`config.mk`:
```
export PLATFORM = sky130hd
export DESIGN_NAME = pf_req_queue
export DESIGN_NICKNAME = d
export VERILOG_FILES = /design/src/rtl/pf_req_queue.sv
export SDC_FILE = /design/constraint.sdc
export NUM_CORES = 1
export LEC_CHECK = 0
export CORE_MARGIN = 4
export CORE_UTILIZATION = 58
export CTS_CLUSTER_SIZE = 12
export DETAILED_ROUTE_END_ITERATION = 8
export PLACE_DENSITY_LB_ADDON = 0.15
export SYNTH_ARGS = -nofsm -noshare
export SYNTH_HDL_FRONTEND = slang
export SYNTH_SLANG_ARGS = --single-unit
```
`constraint.sdc`:
```
create_clock -name clock -period 8.1 [get_ports clock]
set_input_delay 0.81 -clock clock [delete_from_list [all_inputs] [get_ports clock]]
set_output_delay 0.81 -clock clock [all_outputs]
set_load 0.02 [all_outputs]
```
`src/rtl/pf_req_queue.sv`:
```
// Prefetch request queue: FIFO between the L2 prefetcher and the request arbiter,
// merging requests for lines already queued and counting those merges.
module pf_req_queue #(
  parameter int unsigned DEPTH       = 4,
  parameter int unsigned TAG_BITS    = 21,
  parameter int unsigned SET_BITS    = 9,
  parameter int unsigned SOURCE_BITS = 7
) (
  input  logic                       clock,
  input  logic                       reset,
  output logic                       in_ready,
  input  logic                       in_valid,
  input  logic [TAG_BITS-1:0]        in_bits_tag,
  input  logic [SET_BITS-1:0]        in_bits_set,
  input  logic                       in_bits_needT,
  input  logic [SOURCE_BITS-1:0]     in_bits_source,
  input  logic                       in_bits_isBOP,
  input  logic                       out_ready,
  output logic                       out_valid,
  output logic [TAG_BITS-1:0]        out_bits_tag,
  output logic [SET_BITS-1:0]        out_bits_set,
  output logic                       out_bits_needT,
  output logic [SOURCE_BITS-1:0]     out_bits_source,
  output logic                       out_bits_isBOP,
  input  logic                       flush,
  output logic [$clog2(DEPTH):0]     count,
  input  logic                       perf_clean,
  output logic [15:0]                dup_cnt
);

  localparam int unsigned PTR_BITS = $clog2(DEPTH);
  localparam int unsigned CNT_BITS = PTR_BITS + 1;

  logic [TAG_BITS-1:0]    tag_q    [DEPTH];
  logic [SET_BITS-1:0]    set_q    [DEPTH];
  logic                   need_t_q [DEPTH];
  logic [SOURCE_BITS-1:0] source_q [DEPTH];
  logic                   is_bop_q [DEPTH];
  logic [DEPTH-1:0]       valid_q;
  logic [PTR_BITS-1:0]    head_q;
  logic [PTR_BITS-1:0]    tail_q;
  logic [CNT_BITS-1:0]    count_q;
  logic [15:0]            dup_q;

  logic                   full;
  logic                   accept;
  logic                   deq;
  logic                   hit;
  logic [PTR_BITS-1:0]    hit_idx;
  logic                   alloc;
  logic                   merge;

  assign full      = (count_q == CNT_BITS'(DEPTH));
  assign in_ready  = !full && !flush;
  assign accept    = in_valid && in_ready;
  assign out_valid = valid_q[head_q];
  assign deq       = out_valid && out_ready;

  // The head leaving this cycle must not absorb a new request, or it would be lost.
  always_comb begin
    hit     = 1'b0;
    hit_idx = '0;
    for (int unsigned i = 0; i < DEPTH; i++) begin
      if (!hit && valid_q[i] && !(deq && (PTR_BITS'(i) == head_q)) &&
          (tag_q[i] == in_bits_tag) && (set_q[i] == in_bits_set)) begin
        hit     = 1'b1;
        hit_idx = PTR_BITS'(i);
      end
    end
  end

  assign alloc = accept && !hit;
  assign merge = accept && hit;

  always_ff @(posedge clock or negedge reset) begin
    if (!reset) begin
      for (int unsigned i = 0; i < DEPTH; i++) begin
        tag_q[i]    <= '0;
        set_q[i]    <= '0;
        need_t_q[i] <= 1'b0;
        source_q[i] <= '0;
        is_bop_q[i] <= 1'b0;
      end
      valid_q <= '0;
      head_q  <= '0;
      tail_q  <= '0;
      count_q <= '0;
    end else if (flush) begin
      valid_q <= '0;
      head_q  <= '0;
      tail_q  <= '0;
      count_q <= '0;
    end else begin
      if (deq) begin
        valid_q[head_q] <= 1'b0;
        head_q          <= head_q + PTR_BITS'(1);
      end
      if (alloc) begin
        tag_q[tail_q]    <= in_bits_tag;
        set_q[tail_q]    <= in_bits_set;
        need_t_q[tail_q] <= in_bits_needT;
        source_q[tail_q] <= in_bits_source;
        is_bop_q[tail_q] <= in_bits_isBOP;
        valid_q[tail_q]  <= 1'b1;
        tail_q           <= tail_q + PTR_BITS'(1);
      end
      if (merge) begin
        need_t_q[hit_idx] <= need_t_q[hit_idx] | in_bits_needT;
      end
      count_q <= count_q + CNT_BITS'(alloc) - CNT_BITS'(deq);
    end
  end

  always_ff @(posedge clock or negedge reset) begin
    if (!reset) begin
      dup_q <= '0;
    end else if (perf_clean) begin
      dup_q <= '0;
    end else if (merge && (dup_q != '1)) begin
      dup_q <= dup_q + 16'd1;
    end
  end

  assign out_bits_tag    = tag_q[head_q];
  assign out_bits_set    = set_q[head_q];
  assign out_bits_needT  = need_t_q[head_q];
  assign out_bits_source = source_q[head_q];
  assign out_bits_isBOP  = is_bop_q[head_q];
  assign count           = count_q;
  assign dup_cnt         = dup_q;

endmodule

```
# Yosys cells after proc, flatten, opt, wreduce, memory -nomap -nowiden
# Cells that the tools add are included.
word_totals:
  output_inout_bits: 60
  word_cells: 165
  input_bits: 45
  reg_bits: 183
classes:
  n_addsub: 5
  muxes: 61
  reduce_logical: 44
  magnitude_cmp: 9
  n_eq_ne: 13
  bitwise: 8
ops:
  columns: ["cell", "n"]
  rows:
  - ["84-bit bitwise mux", 1]
  - ["21-bit equality test", 4]
  - ["21-bit two-way mux", 3]
  - ["21-bit binary-select mux with 2-bit select", 1]
  - ["21-bit demux with 2-bit select", 1]
  - ["36-bit bitwise mux", 1]
  - ["9-bit equality test", 4]
  - ["16-bit two-way mux", 2]
  - ["1-bit logical AND", 29]
  - ["28-bit bitwise mux", 1]
  - ["4-bit two-way mux", 7]
  - ["9-bit two-way mux", 3]
  - ["7-bit two-way mux", 3]
  - ["9-bit binary-select mux with 2-bit select", 1]
  - ["9-bit demux with 2-bit select", 1]
  - ["16-bit by 1-bit adder with 16-bit output (second input constant)", 1]
  - ["1-bit two-way mux", 16]
  - ["16-bit inequality test (second input constant)", 1]
  - ["7-bit binary-select mux with 2-bit select", 1]
  - ["7-bit demux with 2-bit select", 1]
  - ["4-bit bitwise mux", 3]
  - ["2-bit two-way mux", 6]
  - ["1-bit zero test", 10]
  - ["3-bit >= comparator (second input constant)", 3]
  - ["other kinds (21)", 36]

# Depth between registers and ports, before layout
depth:
  ltp_word: 34
  mapped_depth: 15
  ltp_nobuf: 13

# Worst setup path after synthesis
# OpenSTA, ideal clock, no wires.
synth_path:
  kind: "in2reg"
  startpoint: "in in_bits_set[7]"
  endpoint: "reg count_q[2], in the netlist count[2]"
  path_buffers: 1
  arrival_time_ns: 3.096
  cell_stages: 14
  setup_time_ns: 0.130
  required_time_ns: 7.970
  slack_ns: 4.874
  cell_sequence: "buf_2 xnor2_1 nand4_1 nor4_1 nand4_1 nand4_2 ha_1 inv_1 ha_1 inv_1 fa_1 xor2_1 xnor2_1 nor2_1"
synth_via:
  elab_chain_len: 26
  elab_cells_between_ends: 29
  cone_classes: "add/sub (2); eq/ne (4); mux (5); reduce/logical (18)"
synth_rtl:
  columns: ["element", "line_no", "source"]
  rows:
  - ["start: declaration", "14", "input logic [SET_BITS-1:0] in_bits_set,"]
  - ["9-bit equality test", "65", "(tag_q[i] == in_bits_tag) && (set_q[i] == in_bits_set)) begin"]
  - ["1-bit logical AND", "65", null]
  - ["1-bit two-way mux", "64", "if (!hit && valid_q[i] && !(deq && (PTR_BITS'(i) == head_q)) &&"]
  - ["1-bit zero test", "64", null]
  - ["1-bit logical AND (3 in a row)", "64", null]
  - ["1-bit logical AND", "65", null]
  - ["1-bit two-way mux", "64", null]
  - ["1-bit zero test", "64", null]
  - ["[6 not listed]", null, null]
  - ["1-bit logical AND (3 in a row)", "64", null]
  - ["1-bit logical AND", "65", null]
  - ["1-bit two-way mux (*)", "64", null]
  - ["1-bit zero test (*)", "72", "assign alloc = accept && !hit;"]
  - ["1-bit logical AND (*)", "72", null]
  - ["3-bit by 1-bit adder with 3-bit output (*)", "110", "count_q <= count_q + CNT_BITS'(alloc) - CNT_BITS'(deq);"]
  - ["3-bit by 1-bit subtractor with 3-bit output (*)", "110", null]
  - ["3-bit two-way mux (*)", "88", "end else if (flush) begin"]
  - ["end signal: assignment", "110", null]
  - ["end: declaration", "42", "logic [CNT_BITS-1:0] count_q;"]
# Every way passes the cells marked *; elsewhere a longest branch is shown, timed or not.
# A chain may end at the register's enable or synchronous reset.

# Final worst setup path
layout_path:
  startpoint: "in in_bits_set[1]"
  endpoint: "reg tag_q[73] in the netlist's numbering"
layout_via:
  elab_chain_len: 24
  elab_cells_between_ends: 27
  cone_classes: "eq/ne (4); mux (4); reduce/logical (19)"
layout_rtl:
  columns: ["element", "line_no", "source"]
  rows:
  - ["9-bit equality test", "65", null]
  - ["1-bit logical AND", "65", null]
  - ["1-bit two-way mux", "64", null]
  - ["1-bit zero test", "64", null]
  - ["1-bit logical AND (3 in a row)", "64", null]
  - ["1-bit logical AND", "65", null]
  - ["1-bit two-way mux", "64", null]
  - ["1-bit zero test", "64", null]
  - ["[4 not listed]", null, null]
  - ["1-bit two-way mux", "64", null]
  - ["1-bit zero test", "64", null]
  - ["1-bit logical AND (3 in a row)", "64", null]
  - ["1-bit logical AND", "65", null]
  - ["1-bit two-way mux (*)", "64", null]
  - ["1-bit zero test (*)", "72", null]
  - ["1-bit logical AND (*)", "72", null]
  - ["2-bit AND reduction (no source line) (*)", null, null]
  - ["end signal: indexed assignment", "99", "tag_q[tail_q] <= in_bits_tag;"]
  - ["end: declaration", "34", "logic [TAG_BITS-1:0] tag_q [DEPTH];"]
# Marked as above.

==> flow_metrics.env <==
export IMPL_max_freq_mhz=226
export IMPL_path_common_cell="nand4_1"
export IMPL_clkLatencyLatePin_ns=0.44
export IMPL_nFillCells=1211
export IMPL_yosysSeqAreaShare_pct=43.9
export IMPL_cts_sinks=183
export IMPL_yosys_warnings=0
export IMPL_drtIter0Drc=470
export IMPL_die_area_mm2=0.0202
export IMPL_wire_per_inst_um=23.0
export IMPL_cp_required_ns=8.42
export IMPL_grt_setup_unrepaired="no"
export IMPL_numPortBuffers=104
export IMPL_cts_resized=0
export IMPL_grt_pass1_vias=7029
export IMPL_dp_hpwl_mm=16.7
export IMPL_p_switching_mw=1.20
export IMPL_p_per_area_mw_per_mm2=309
export IMPL_path_clk_slew_ns=0.07
export IMPL_die_w_um=142
export IMPL_period_needed_ns=4.43
export IMPL_die_y_um=142
export IMPL_post_cts_buffers=0
export IMPL_setup_violations=0
export IMPL_core_mm2=0.0175
export IMPL_final_core_util_pct=68.2
export IMPL_design_portCount=105
export IMPL_start_kind="input port"
export IMPL_core_rowCount=48
export IMPL_postCtsHoldBufs=0
export IMPL_tightest_slew_ns=1.23
export IMPL_synth_seq_cells=183
export IMPL_vias=6476
export IMPL_power_frac_comb_pct=38.6
export IMPL_antenna_found_initial=0
export IMPL_grt_pass1_wl_mm=39.5
export IMPL_hold_class="in2async"
export IMPL_pwr_share_seq_pct=39.9
export IMPL_grt_ovfl_total=0
export IMPL_drv_slew=0
export IMPL_crit_slowest_cell="nor4_1"
export IMPL_cts_tree="built"
export IMPL_crit_chain="clkdlybuf4s50_1 -> xnor2_1 -> nand4_1 -> nor4_1 -> nand4_1 -> nand4_2 -> or2_2 -> buf_4 -> mux2_4"
export IMPL_synth_main_ff_cell="dfrtp_1"
export IMPL_synthToLayoutAreaGrowth_pct=14.5
export IMPL_synth_cells=768
export IMPL_grt_usage_pct=25.5
export IMPL_finalSetupTns_ns=0
export IMPL_synth_nets=825
export IMPL_final_common_cell="dfrtp_1"
export IMPL_finalClockSkew_ns=0.0110
export IMPL_wl_mm=24.5
export IMPL_cts_root_buf="clkbuf_16"
export IMPL_post_synth_num_cell_types=42
export IMPL_path_delay_family="simple AND/OR/NAND/NOR gates"
export IMPL_clockPowerShare_pct=21.4
export IMPL_hold_viol_final=0
export IMPL_crit_type="in2reg"
export IMPL_cts_buffers=17
export IMPL_start_util_pct=59.6
export IMPL_cts_buffer_depth=2
export IMPL_grt_max_degree=107
export IMPL_first_pass_iters=5
export IMPL_syn_area_mm2=0.0104
export IMPL_slowest_delay_ns=0.71
export IMPL_cp_arrival_ns=4.75
export IMPL_status="finished clean"
export IMPL_fin_crit_sh_pct=54.7
export IMPL_synthArstFlopShare_pct=100
export IMPL_switching_share_pct=32.4
export IMPL_vdd_ir_drop_max_uv=230
export IMPL_layout_common_cells="181 x dfrtp_1, 122 x xnor2_1, 114 x mux2_4, 103 x clkdlybuf4s50_1, 45 x mux2_2"
export IMPL_maxCapViolations=0
export IMPL_power_internal_mw=2.49
export IMPL_vias_per_cell=6.07
export IMPL_h_tree_depth=4
export IMPL_gp_congestion=0.909
export IMPL_endpoint_kind="flop"
export IMPL_critPathBufInv=2
export IMPL_synth_edf_count=0
export IMPL_diodes=0
export IMPL_relSlewSlack_pct=18.3
export IMPL_remaining_drc_errors=0
export IMPL_path_max_fanout=25
export IMPL_p_leak_nw=5.11
export IMPL_syn_avg_cell_area_um2=13.6
export IMPL_final_layout_size_suffix_gt1_share_pct=29.3
export IMPL_ant_nets=0
export IMPL_nets=887
==> metrics by stage <==
step / area [um2] / setup WS [ns] / cells / hold slack (ns) / total power, mW
2_1_floorplan: 10400 / 4.87 / 768 / 0.474 / 2.43
3_3_place_gp: 11400 / 3.38 / 1036 / 0.484 / 2.86
3_5_place_dp: 11400 / 3.27 / 1036 / 0.495 / 2.91
4_1_cts: 11900 / 3.73 / 1067 / 0.512 / 3.71
5_1_grt: 11900 / 3.49 / 1067 / 0.519 / 3.86
6_report: 11900 / 3.67 / 1067 / 0.469 / 3.69
==> layer usage <==
metal | vias up | track usage (%) | wire length [um]
met5 | - | 0 | 0
met4 | 0 | 6.92 | 363
met3 | 35 | 5.44 | 1360
met2 | 168 | 41.1 | 11800
met1 | 3395 | 35.5 | 11000
li1 | 2878 | - | -
==> logic make-up after synthesis <==
group           Yosys count  share of synthesized area, %
mux                     201                          30.1
compound gates           38                          2.32
xor+xnor                123                          10.3
buf+inv                  81                          4.47
simple gates            130                          7.29
flops                   183                          43.9
fa+ha+maj                12                          1.51
==> Yosys cell counts, types with 3 or more instances <==
master | n | area share, %
ha_1 | 11 | 1.3
or4_1 | 9 | 0.65
o31ai_1 | 9 | 0.65
nor2b_1 | 6 | 0.36
or2_1 | 3 | 0.18
nor4_1 | 10 | 0.60
nand4_1 | 36 | 2.2
nor2_1 | 23 | 0.83
clkbuf_1 | 13 | 0.47
a31oi_1 | 3 | 0.18
o21ai_0 | 6 | 0.29
mux2_4 | 114 | 16
and4_1 | 3 | 0.25
a21oi_1 | 13 | 0.62
dfrtp_1 | 183 | 44
inv_1 | 14 | 0.50
mux4_2 | 40 | 8.6
nand3_1 | 5 | 0.24
and3_1 | 3 | 0.18
buf_6 | 15 | 1.6
xnor2_1 | 122 | 10
buf_2 | 39 | 1.9
mux2_2 | 45 | 4.9
nor3_1 | 4 | 0.19
nand2_1 | 18 | 0.65
==> registers in the layout, indices dropped and copies added, names as in the netlist <==
name      flops
tag_q        84
set_q        36
source_q     28
dup_cnt      16
is_bop_q      4
need_t_q      4
valid_q       4
count         3
head_q        2
tail_q        2
==> worst reg2reg max path: stages, from the launching register on <==
cell     delay [ns]
dfrtp_2        0.34
buf_4          0.68
mux4_2         0.66
and2_4         0.22
nand2_1        0.12
nand4_1        0.21
nand4_2        0.30
or2_2          0.57
buf_4          0.62
mux2_4         0.37
==> cell type report <==
type                    count  area, um2  area share [%]
inverters                  14       52.6           0.441
flip-flops and latches    183       4580            38.4
clock inverters            11        103           0.860
clock buffers              20        447            3.74
multi-input cells         504       5380            45.1
repair buffers            110       1090            9.12
well taps                 225        282            2.36
==> worst paths after layout <==
| path | start | endpoint | slack [ns] | depth (start not counted) |
|---|---|---|---|---|
| setup reg to reg | head_q[0]$_DFFE_PN0P_ | tag_q[73]$_DFFE_PN0P_ | 3.90 | 9 |
| hold reg to reg | source_q[3]$_DFFE_PN0P_ | source_q[3]$_DFFE_PN0P_ | 0.51 | 1 |
| hold / removal | reset | tag_q[31]$_DFFE_PN0P_ | 0.47 | 1 |
| min in group clock | source_q[3]$_DFFE_PN0P_ | source_q[3]$_DFFE_PN0P_ | 0.51 | 1 |
| max in group asynchronous | reset | set_q[1]$_DFFE_PN0P_ | 6.10 | 2 |
| setup / recovery | in_bits_set[1] | tag_q[73]$_DFFE_PN0P_ | 3.67 | 9 |
==> power groups by stage <==
stage	logic, mW	registers [mW]	clock network [mW]
after floorplan	1.03	1.40	0
after global placement	1.40	1.46	0
after detailed placement	1.42	1.48	0
after CTS	1.44	1.47	0.804
after global routing	1.51	1.51	0.842
final	1.42	1.47	0.791
(Power assumes the default switching activity.)
